--- src/rtl/ar_rxd_pkg.sv ---
// Shared constants for the ARINC-429-style link: bit-rate defaults, field widths,
// receiver FSM state type and the rate -> half-bit-length helper. The transmitter
// uses the same helper, so both ends see identical timing.
package ar_rxd_pkg;

    localparam int unsigned FCLK_DEF    = 50_000_000;
    localparam int unsigned V1MB_DEF    = 1_000_000;
    localparam int unsigned V100KB_DEF  = 100_000;
    localparam int unsigned V50KB_DEF   = 50_000;
    localparam int unsigned V12_5KB_DEF = 12_500;

    localparam int unsigned NT_W      = 11;
    localparam int unsigned TMR_W     = NT_W + 2;
    localparam int unsigned BIT_CNT_W = 6;
    localparam int unsigned ADR_W     = 8;
    localparam int unsigned DAT_W     = 23;
    localparam int unsigned WORD_BITS = 32;

    typedef enum logic [1:0] {
        ST_WAIT_GAP = 2'd0,
        ST_IDLE     = 2'd1,
        ST_RX       = 2'd2
    } rx_state_e;

    // Half-bit length in clocks for a given bit rate.
    function automatic logic [NT_W-1:0] ar_half_bit(input int unsigned fclk,
                                                    input int unsigned rate);
        return NT_W'(fclk / (2 * rate));
    endfunction

endpackage

--- src/rtl/ar_rxd_if.sv ---
// Receiver bundle: rate select and line pair in, decoded word and status out.
// master: line/rate driver and word consumer. slave: the receiver.
interface ar_rxd_if;
    import ar_rxd_pkg::*;

    logic [1:0]           Nvel;
    logic                 RXD1;
    logic                 RXD0;
    logic [ADR_W-1:0]     ADR_rx;
    logic [DAT_W-1:0]     DAT_rx;
    logic                 ce_wr;
    logic                 en_rx;
    logic [BIT_CNT_W-1:0] cb_bit_rx;
    logic                 err_par;
    logic                 err_len;
    logic                 err_line;

    modport master (
        output Nvel, RXD1, RXD0,
        input  ADR_rx, DAT_rx, ce_wr, en_rx, cb_bit_rx, err_par, err_len, err_line
    );

    modport slave (
        input  Nvel, RXD1, RXD0,
        output ADR_rx, DAT_rx, ce_wr, en_rx, cb_bit_rx, err_par, err_len, err_line
    );

endinterface

--- src/rtl/ar_rx_sync.sv ---
// Two-flop synchronizer for the RXD1/RXD0 line pair plus rising-edge detect of
// line activity (either line high).
// Ports: clk, rst_n (sync, active low), rxd1/rxd0 async line inputs,
//        s1/s0 synchronized lines, act_rise_c combinational pulse-start flag.
module ar_rx_sync (
    input  logic clk,
    input  logic rst_n,
    input  logic rxd1,
    input  logic rxd0,
    output logic s1,
    output logic s0,
    output logic act_rise_c
);

    logic [1:0] meta_q;
    logic       act_q;

    // Metastability stage, settled stage, and one-clock-delayed activity.
    always_ff @(posedge clk) begin
        if (!rst_n) begin
            meta_q <= 2'b00;
            s1     <= 1'b0;
            s0     <= 1'b0;
            act_q  <= 1'b0;
        end else begin
            meta_q <= {rxd1, rxd0};
            s1     <= meta_q[1];
            s0     <= meta_q[0];
            act_q  <= s1 | s0;
        end
    end

    assign act_rise_c = (s1 | s0) & ~act_q;

endmodule

--- src/rtl/ar_rxd.sv ---
// ARINC-429-style bipolar RZ receiver. Waits for an inter-word gap, then samples
// each pulse at mid-pulse, reassembles ADR (MSB first) and DAT (LSB first),
// checks odd parity and presents the word with a one-clock ce_wr strobe.
// Ports: clk, rst_n (sync, active low), rx (slave modport): Nvel rate select,
//        RXD1/RXD0 line pair, ADR_rx/DAT_rx last good word, ce_wr/err_par/
//        err_len/err_line one-clock strobes, en_rx word-in-progress, cb_bit_rx
//        next bit index.
module ar_rxd
    import ar_rxd_pkg::*;
#(
    parameter int unsigned Fclk    = FCLK_DEF,
    parameter int unsigned V1Mb    = V1MB_DEF,
    parameter int unsigned V100kb  = V100KB_DEF,
    parameter int unsigned V50kb   = V50KB_DEF,
    parameter int unsigned V12_5kb = V12_5KB_DEF
) (
    input  logic       clk,
    input  logic       rst_n,
    ar_rxd_if.slave    rx
);

    localparam logic [NT_W-1:0] NT3 = ar_half_bit(Fclk, V1Mb);
    localparam logic [NT_W-1:0] NT2 = ar_half_bit(Fclk, V100kb);
    localparam logic [NT_W-1:0] NT1 = ar_half_bit(Fclk, V50kb);
    localparam logic [NT_W-1:0] NT0 = ar_half_bit(Fclk, V12_5kb);

    logic s1, s0, act_rise_c, act_c;

    ar_rx_sync u_sync (
        .clk        (clk),
        .rst_n      (rst_n),
        .rxd1       (rx.RXD1),
        .rxd0       (rx.RXD0),
        .s1         (s1),
        .s0         (s0),
        .act_rise_c (act_rise_c)
    );

    assign act_c = s1 | s0;

    rx_state_e            state_q, state_nx;
    logic [TMR_W-1:0]     timer_q, timer_nx;
    logic [TMR_W-1:0]     gap_q, gap_nx;
    logic [BIT_CNT_W-1:0] cb_q, cb_nx;
    logic [ADR_W-1:0]     adr_sh_q, adr_sh_nx;
    logic [DAT_W-1:0]     dat_sh_q, dat_sh_nx;
    logic                 par_q, par_nx;
    logic [ADR_W-1:0]     adr_q, adr_nx;
    logic [DAT_W-1:0]     dat_q, dat_nx;
    logic                 ce_wr_q, ce_wr_nx;
    logic                 en_q, en_nx;
    logic                 err_par_q, err_par_nx;
    logic                 err_len_q, err_len_nx;
    logic                 err_line_q, err_line_nx;

    logic [NT_W-1:0]      nt_c;
    logic [TMR_W-1:0]     t_samp_c, t_tmo_c, gap_lim_c;
    logic                 bit_c;

    // Half-bit length for the current rate; a mid-word change takes effect at once.
    always_comb begin
        case (rx.Nvel)
            2'd3:    nt_c = NT3;
            2'd2:    nt_c = NT2;
            2'd1:    nt_c = NT1;
            default: nt_c = NT0;
        endcase
    end

    assign t_samp_c  = TMR_W'(nt_c >> 1);
    assign t_tmo_c   = TMR_W'(nt_c) * TMR_W'(3);
    assign gap_lim_c = TMR_W'(nt_c) << 2;
    assign bit_c     = s1;

    // State and output registers.
    always_ff @(posedge clk) begin
        if (!rst_n) begin
            state_q    <= ST_WAIT_GAP;
            timer_q    <= '0;
            gap_q      <= '0;
            cb_q       <= '0;
            adr_sh_q   <= '0;
            dat_sh_q   <= '0;
            par_q      <= 1'b0;
            adr_q      <= '0;
            dat_q      <= '0;
            ce_wr_q    <= 1'b0;
            en_q       <= 1'b0;
            err_par_q  <= 1'b0;
            err_len_q  <= 1'b0;
            err_line_q <= 1'b0;
        end else begin
            state_q    <= state_nx;
            timer_q    <= timer_nx;
            gap_q      <= gap_nx;
            cb_q       <= cb_nx;
            adr_sh_q   <= adr_sh_nx;
            dat_sh_q   <= dat_sh_nx;
            par_q      <= par_nx;
            adr_q      <= adr_nx;
            dat_q      <= dat_nx;
            ce_wr_q    <= ce_wr_nx;
            en_q       <= en_nx;
            err_par_q  <= err_par_nx;
            err_len_q  <= err_len_nx;
            err_line_q <= err_line_nx;
        end
    end

    // Next-state, counters, shift registers and strobes.
    always_comb begin
        state_nx    = state_q;
        cb_nx       = cb_q;
        adr_sh_nx   = adr_sh_q;
        dat_sh_nx   = dat_sh_q;
        par_nx      = par_q;
        adr_nx      = adr_q;
        dat_nx      = dat_q;
        en_nx       = en_q;
        ce_wr_nx    = 1'b0;
        err_par_nx  = 1'b0;
        err_len_nx  = 1'b0;
        err_line_nx = 1'b0;

        // Pulse timer: restarts on every pulse start, saturates otherwise.
        if (act_rise_c)
            timer_nx = '0;
        else if (timer_q == {TMR_W{1'b1}})
            timer_nx = timer_q;
        else
            timer_nx = timer_q + TMR_W'(1);

        // Consecutive idle-line clocks.
        if (act_c)
            gap_nx = '0;
        else if (gap_q == {TMR_W{1'b1}})
            gap_nx = gap_q;
        else
            gap_nx = gap_q + TMR_W'(1);

        case (state_q)
            ST_WAIT_GAP: begin
                en_nx = 1'b0;
                // gap_q excludes the current clock, hence the -1.
                if (!act_c && (gap_q >= gap_lim_c - TMR_W'(1)))
                    state_nx = ST_IDLE;
            end

            ST_IDLE: begin
                if (act_rise_c) begin
                    state_nx  = ST_RX;
                    en_nx     = 1'b1;
                    cb_nx     = '0;
                    par_nx    = 1'b1;
                    adr_sh_nx = '0;
                    dat_sh_nx = '0;
                end
            end

            ST_RX: begin
                if (timer_q == t_samp_c) begin
                    cb_nx = cb_q + BIT_CNT_W'(1);
                    if (s1 && s0) begin
                        err_line_nx = 1'b1;
                        en_nx       = 1'b0;
                        state_nx    = ST_WAIT_GAP;
                    end else if (cb_q < BIT_CNT_W'(ADR_W)) begin
                        adr_sh_nx = {adr_sh_q[ADR_W-2:0], bit_c};
                        par_nx    = par_q ^ bit_c;
                    end else if (cb_q < BIT_CNT_W'(WORD_BITS - 1)) begin
                        // Shift in from the top so the first data bit lands in DAT[0].
                        dat_sh_nx = {bit_c, dat_sh_q[DAT_W-1:1]};
                        par_nx    = par_q ^ bit_c;
                    end else begin
                        if (bit_c == par_q) begin
                            adr_nx   = adr_sh_q;
                            dat_nx   = dat_sh_q;
                            ce_wr_nx = 1'b1;
                        end else begin
                            err_par_nx = 1'b1;
                        end
                        en_nx    = 1'b0;
                        state_nx = ST_WAIT_GAP;
                    end
                end else if (timer_q >= t_tmo_c) begin
                    err_len_nx = 1'b1;
                    en_nx      = 1'b0;
                    state_nx   = ST_WAIT_GAP;
                end
            end

            default: begin
                en_nx    = 1'b0;
                state_nx = ST_WAIT_GAP;
            end
        endcase
    end

    assign rx.ADR_rx    = adr_q;
    assign rx.DAT_rx    = dat_q;
    assign rx.ce_wr     = ce_wr_q;
    assign rx.en_rx     = en_q;
    assign rx.cb_bit_rx = cb_q;
    assign rx.err_par   = err_par_q;
    assign rx.err_len   = err_len_q;
    assign rx.err_line  = err_line_q;

endmodule
--- src/flat_wrapper.sv ---
// flat-port wrapper written by rule: the top's interface ports become plain ports
module ar_rxd_flat import ar_rxd_pkg::*;
#(
    parameter int unsigned Fclk    = FCLK_DEF,
    parameter int unsigned V1Mb    = V1MB_DEF,
    parameter int unsigned V100kb  = V100KB_DEF,
    parameter int unsigned V50kb   = V50KB_DEF,
    parameter int unsigned V12_5kb = V12_5KB_DEF
)
  (clk, rst_n, rx_Nvel, rx_RXD1, rx_RXD0, rx_ADR_rx, rx_DAT_rx, rx_ce_wr, rx_en_rx, rx_cb_bit_rx, rx_err_par, rx_err_len, rx_err_line);
  ar_rxd_if rx_i ();
  input  logic clk;
  input  logic rst_n;
  input wire logic [$bits(rx_i.Nvel)-1:0] rx_Nvel;
  input wire logic [$bits(rx_i.RXD1)-1:0] rx_RXD1;
  input wire logic [$bits(rx_i.RXD0)-1:0] rx_RXD0;
  output wire logic [$bits(rx_i.ADR_rx)-1:0] rx_ADR_rx;
  output wire logic [$bits(rx_i.DAT_rx)-1:0] rx_DAT_rx;
  output wire logic [$bits(rx_i.ce_wr)-1:0] rx_ce_wr;
  output wire logic [$bits(rx_i.en_rx)-1:0] rx_en_rx;
  output wire logic [$bits(rx_i.cb_bit_rx)-1:0] rx_cb_bit_rx;
  output wire logic [$bits(rx_i.err_par)-1:0] rx_err_par;
  output wire logic [$bits(rx_i.err_len)-1:0] rx_err_len;
  output wire logic [$bits(rx_i.err_line)-1:0] rx_err_line;
  assign rx_i.Nvel = rx_Nvel;
  assign rx_i.RXD1 = rx_RXD1;
  assign rx_i.RXD0 = rx_RXD0;
  assign rx_ADR_rx = rx_i.ADR_rx;
  assign rx_DAT_rx = rx_i.DAT_rx;
  assign rx_ce_wr = rx_i.ce_wr;
  assign rx_en_rx = rx_i.en_rx;
  assign rx_cb_bit_rx = rx_i.cb_bit_rx;
  assign rx_err_par = rx_i.err_par;
  assign rx_err_len = rx_i.err_len;
  assign rx_err_line = rx_i.err_line;
  ar_rxd #(.Fclk(Fclk), .V1Mb(V1Mb), .V100kb(V100kb), .V50kb(V50kb), .V12_5kb(V12_5kb)) u_core (.clk(clk), .rst_n(rst_n), .rx(rx_i));
endmodule
--- config.mk ---
export PLATFORM = sky130hd
export DESIGN_NAME = ar_rxd_flat
export DESIGN_NICKNAME = d
export VERILOG_FILES = /design/src/rtl/ar_rxd_pkg.sv /design/src/rtl/ar_rxd_if.sv /design/src/rtl/ar_rx_sync.sv /design/src/rtl/ar_rxd.sv /design/src/flat_wrapper.sv
export SDC_FILE = /design/constraint.sdc
export NUM_CORES = 1
export LEC_CHECK = 0
export ABC_CLOCK_PERIOD_IN_PS = 3100
export BUFFER_PORTS_ARGS = -buffer_cell sky130_fd_sc_hd__buf_2
export CAP_MARGIN = 20
export CORE_MARGIN = 5
export CORE_UTILIZATION = 55
export CTS_CLUSTER_SIZE = 24
export DETAILED_ROUTE_END_ITERATION = 8
export MAX_ROUTING_LAYER = met4
export PLACE_DENSITY = 0.75
export SLEW_MARGIN = 20
export SYNTH_ARGS = -nofsm -noshare
export SYNTH_HDL_FRONTEND = slang
export SYNTH_HIERARCHICAL = 1
export SYNTH_SLANG_ARGS = --single-unit
--- constraint.sdc ---
create_clock -name clk -period 3.1 [get_ports clk]
set_input_delay 0.775 -clock clk [delete_from_list [all_inputs] [get_ports clk]]
set_output_delay 0.775 -clock clk [all_outputs]
set_load 0.02 [all_outputs]
Word level (Yosys, flattened, before mapping)
Cells that the tools add are included.

Bits in registers: 107. Bits of input ports: 6. Word-level logic and storage cells: 113.

Add/sub/neg operators: 4. Multiply operators: 1. $lt $le $gt $ge: 4. Equal/unequal tests: 20. Multiplexer cells: 39. Bitwise gates (word level): 10. Reductions and logical operators: 17.

Operators by type and width (count): two-way mux 23 bit (5); case mux 23 bit (2 select lines) (1); case mux 11 bit (3 select lines) (1); two-way mux 8 bit (4); adder 13 x 1 -> 13 bit (second input constant) (2); equality test 13 bit (second input constant) (2); greater-or-equal comparator 13 bit (2); case mux 8 bit (2 select lines) (1); AND reduction 5 bit (3); two-way mux 1 bit (14); two-way mux 2 bit (7); equality test 13 x 10 -> 1 bit (1); multiplier 11 x 2 -> 13 bit (second input constant) (1); subtractor 13 x 1 -> 13 bit (second input constant) (1); two-way mux 6 bit (2); case mux 6 bit (2 select lines) (1); AND reduction 6 bit (2); inequality test 2 x 1 -> 1 bit (second input constant) (5); inequality test 4 bit (second input constant) (2); NOT 1 bit (7); adder 6 x 1 -> 6 bit (second input constant) (1); equality test 2 bit (second input constant) (3); < comparator 6 x 4 -> 1 bit (second input constant) (1); < comparator 6 x 5 -> 1 bit (second input constant) (1); 18 further kinds (25).

Logic depth before layout (Yosys ltp)
Depth after elaboration: 7. Mapped depth: 10. Gate-level depth less buffers: 10.

Cells and area by module
Netlist, hierarchy kept.

Modules (own cells, without submodules): ar_rxd (instances 1, cells an instance 510, area each 4621.9 um2, seq. area each 2042.0 um2); ar_rx_sync (instances 1, cells an instance 11, area each 142.6 um2, seq. area each 100.1 um2).

Worst setup path before layout
No wires, ideal clock.

Path kind: input to register. Start point: in rx_Nvel[0]. End point: reg u_core.dat_sh_q[21]. Arrival: 2395 ps. Path slack: 588 ps. Stages on the path: 8. Cell sequence: ha_1 and3b_1 o211ai_2 nor4_4 nor2_1 o21a_1 buf_6 a22o_1.

Cells in the longest elaborated chain, start to end: 5.

Ends and longest elaborated chain: start, declared (line flat_wrapper.sv:14) `input wire logic [$bits(rx_i.Nvel)-1:0] rx_Nvel;`; equality test 2 x 1 -> 1 bit or equality test 2 bit (tied branches) (line ar_rxd.sv:62) `case (rx.Nvel)`; case mux 11 bit (3 select lines) (*) (line ar_rxd.sv:62); equality test 13 x 10 -> 1 bit (*) (line ar_rxd.sv:161) `if (timer_q == t_samp_c) begin`; inequality test 2 x 1 -> 1 bit (no line) (*); AND reduction 6 bit (no line) (*); end signal, assigned (line ar_rxd.sv:98) `dat_sh_q <= dat_sh_nx;`; end, declared (line ar_rxd.sv:46) `logic [DAT_W-1:0] dat_sh_q, dat_sh_nx;`.

Every way passes the cells marked *; elsewhere a longest branch is shown, timed or not. A chain may end at the register's enable or synchronous reset.

Worst setup path in the final report
Start point: in rx_Nvel[1]. End point: reg u_core.dat_sh_q[4].

Same word-level chain as after synthesis.

==> Implementation_results.wiki <==
{| class="wikitable"
! Metric !! Value
|-
| Outcome || completed
|-
| Cells along the critical path || buf_2, inv_1, ha_1, xnor2_1, nand2_1, nor4_4, nor2_1, o21a_1, a22o_1
|-
| Min Hold Slack || 0.448 ns
|-
| Total clock buffers created by CTS || 9
|-
| Post-route non-filler standard cell count || 680
|-
| Via count of the first global-routing pass || 3,580
|-
| Final Cell Area || 5310 um2
|-
| RSZ-0062 raised after global routing || false
|-
| Total GRT Usage || 0.200
|-
| Fraction of layout cells with a size suffix above 1 || 0.142
|-
| DR DRC count || 0
|-
| Largest net degree at the start of global routing || 36
|-
| Clock-pin transition on the worst setup and hold timing paths || 0.11 ns
|-
| First-pass iteration count of the detailed router || 4
|-
| CTS Sinks || 107
|-
| Die Area || 10,600 um2
|-
| Crit path largest cell delay || 0.45 ns
|-
| RePlAce Congestion || 0.846
|-
| Adder and majority gate portion of the synthesized area || 0.0867
|-
| Per-instance average area after synthesis || 9.15 um2
|-
| Power density over cell area || 453 nW/um2
|-
| Number of hold-repair buffers added at the cts stage || 0
|-
| Half-perimeter wire length after placement || 6940 um
|-
| Detailed-route wire length || 9680 um
|-
| Post-Synth XOR/XNOR Area || 0.0460
|-
| Number of fillers in the final layout || 732
|-
| Count of nets left with antenna violations after detail routing || 0
|-
| Vias per inst || 5.58
|-
| Worst setup EP type || flip-flop
|-
| Worst endpoint required time || 3.35 ns
|-
| Synthesized instance count || 521
|-
| Proportion of synthesized flip-flops having asynchronous set or reset || 0
|-
| Maximum net fanout on the critical path || 22
|-
| Via Count || 3,791
|-
| Min-Delay Startpoint || u_core/u_sync/meta_q[1]
|-
| Post-cts sizing count || 0
|-
| Syn Std Cell Area || 4760 um2
|-
| Endpoint arrival time on the critical path || 3.02 ns
|-
| Count of placed standard cells including taps || 664
|-
| Achievable frequency || 0.362 GHz
|-
| Primary flip-flop cell chosen by synthesis mapping || dfxtp_1
|-
| WL/cell || 14.2 um
|-
| Hold violation total from the final report || 0
|-
| Wire length of the first global-routing pass || 16,700 um
|-
| CTS root buffer || clkbuf_8
|-
| Area of placed instances || 5100 um2
|-
| Final nets || 606
|-
| Share of the clock period used by the worst path || 0.892
|-
| Warning count from the yosys run || 6
|-
| Die Y-Extent || 103 um
|-
| Final setup skew || 0.0114 ns
|-
| Seq/Total Area, Yosys || 0.450
|-
| Flops & latches, synth || 107
|-
| Compound-Gate Fraction of Synth Area || 0.159
|-
| Dominant combinational cell family by area after synthesis || simple AND/OR/NAND/NOR gates
|-
| Antenna violations before repair || 0
|-
| Mapped Nets || 560
|-
| H-tree lvl count || 3
|-
| Slew at the pin with the worst max-slew slack || 0.734 ns
|-
| IR Drop Worst-Case VDD || 0.247 mV
|-
| Post-CTS setup buffers || 0
|-
| Number of max-cap violations || 0
|-
| Effective utilization at floorplan || 0.554
|-
| Highest-count cells in the layout ignoring fill and taps || 107 x dfxtp_1, 82 x nand2_1, 51 x nor2_1
|-
| I/O pin total || 48
|-
| Launch instance of the worst register-to-register path || u_core/u_sync/s1
|-
| Area added between synthesis and finish || 11.5%
|-
| Quantity of I/O buffers inserted on ports || 47
|-
| Core ar. || 8590 um2
|-
| Highest-delay cell along the critical path || o21a_1
|-
| Pleak || 2.27 nW
|-
| TritonCTS clock tree || yes
|-
| Commonest non-fill, non-tap cell in the layout || dfxtp_1
|-
| Minimum period implied by the final worst setup slack || 2.76 ns
|-
| Number of enable flip-flop cells after synthesis || 0
|-
| Clock tree buffer depth || 2
|-
| Setup Viol. Count Final || 0
|-
| Cell variety after synth || 54
|-
| DR iter-0 viols || 130
|-
| Site row count || 34
|-
| Synth Area in Simple Gates || 0.219
|-
| Multiplexer area fraction after synthesis || 0.00840
|-
| Worst setup path startpoint || rx_Nvel[1]
|-
| Horizontal die dimension || 103 um
|-
| CP Launch Type || primary input
|-
| Count of inserted antenna diode cells || 0
|-
| Hold/Removal Path Class || flip-flop to flip-flop
|-
| Clock latency on the worst-skew pair || 0.36 ns
|-
| Max-slew violations || 0
|-
| Overall overflow remaining after global route || 0
|-
| Max transition margin || 0.511
|-
| Critical path class || primary input to flip-flop
|}
[routing by layer]
layer / track usage / part of all wire / up-vias
met1: 0.252 / 0.47 / 1802
met2: 0.323 / 0.48 / 62
met5: - / 0 / -
met4: 0.0707 / 0.013 / 0
li1: - / - / 1913
met3: 0.0332 / 0.034 / 14
[registers in the layout (all words and copies together), names as in the netlist, 2 cells and up]
name and cells:
u_core/state_q 2, u_core/gap_q 13, u_core/dat_sh_q 23, u_core/timer_q 13, u_core/adr_sh_q 8, u_core/rx.cb_bit_rx 6
u_core/rx.ADR_rx 8, u_core/rx.DAT_rx 23, u_core/u_sync/meta_q 2
[critical path, delay by kind of cell]
family                   cells  cell delay [ns]
XOR/XNOR                     1             0.21
AO/OA/AOI/OAI                2             0.79
AND/OR/NAND/NOR              3             0.52
buffers and inverters        2             0.38
adder cells (fa/ha/maj)      1             0.34
[worst paths after layout]
kind | to | slack [ns] | cells past startpoint
max | u_core/dat_sh_q[4] | 0.34 | 9
min | u_core/u_sync/s1 | 0.45 | 1
max reg2reg | u_core/dat_sh_q[4] | 0.83 | 6
min reg2reg | u_core/u_sync/s1 | 0.45 | 1
[kinds of logic after synthesis]
logic type	Yosys count
and+or+nand+nor	211
AOI/OAI and AO/OA	110
DFF	107
adders and majority gates	33
buffers and inverters	30
xor gates and xnor gates	25
muxes	4
other	1
[final cells by class]
class | count | area [um2] | share of cell area
inverters | 10 | 37.5 | 0.00706
well taps | 108 | 135 | 0.0254
multi-input cells | 384 | 2480 | 0.466
clock inverters | 7 | 91.3 | 0.0172
flip-flops and latches | 107 | 2140 | 0.403
clock buffers | 9 | 124 | 0.0233
repair buffers | 55 | 308 | 0.0579
[power by group]
group	switching (W)	internal, W	total [W]
registers	0.0000110	0.00138	0.00139
clock network	0.000513	0.000394	0.000907
logic	0.0000683	0.0000389	0.000107
[stage by stage]
step / setup WS, ns / TNS [ns] / util / total power [W]
after global placement: 0.0609 / 0 / 0.593 / 0.00153
after detailed placement: -0.0268 / -0.345 / 0.593 / 0.00153
final: 0.336 / 0 / 0.618 / 0.00241
after global routing: 0.169 / 0 / 0.618 / 0.00252
after floorplan: 0.588 / 0 / - / 0.00150
after CTS: 0.359 / 0 / 0.618 / 0.00243
[synthesized netlist by cell type (10+ instances only)]
| cell type | number | area (um2) |
|---|---|---|
| dfxtp_1 | 107 | 2140 |
| nand2_1 | 82 | 308 |
| nor2_1 | 51 | 191 |
| a21oi_1 | 41 | 205 |
| ha_1 | 33 | 413 |
| a22o_1 | 30 | 263 |
| xnor2_1 | 15 | 131 |
| nor3_1 | 13 | 65.1 |
| nand3_1 | 12 | 60.1 |
| inv_1 | 10 | 37.5 |
| xor2_1 | 10 | 87.6 |
Note: power is estimated with default switching activity, not from simulation.
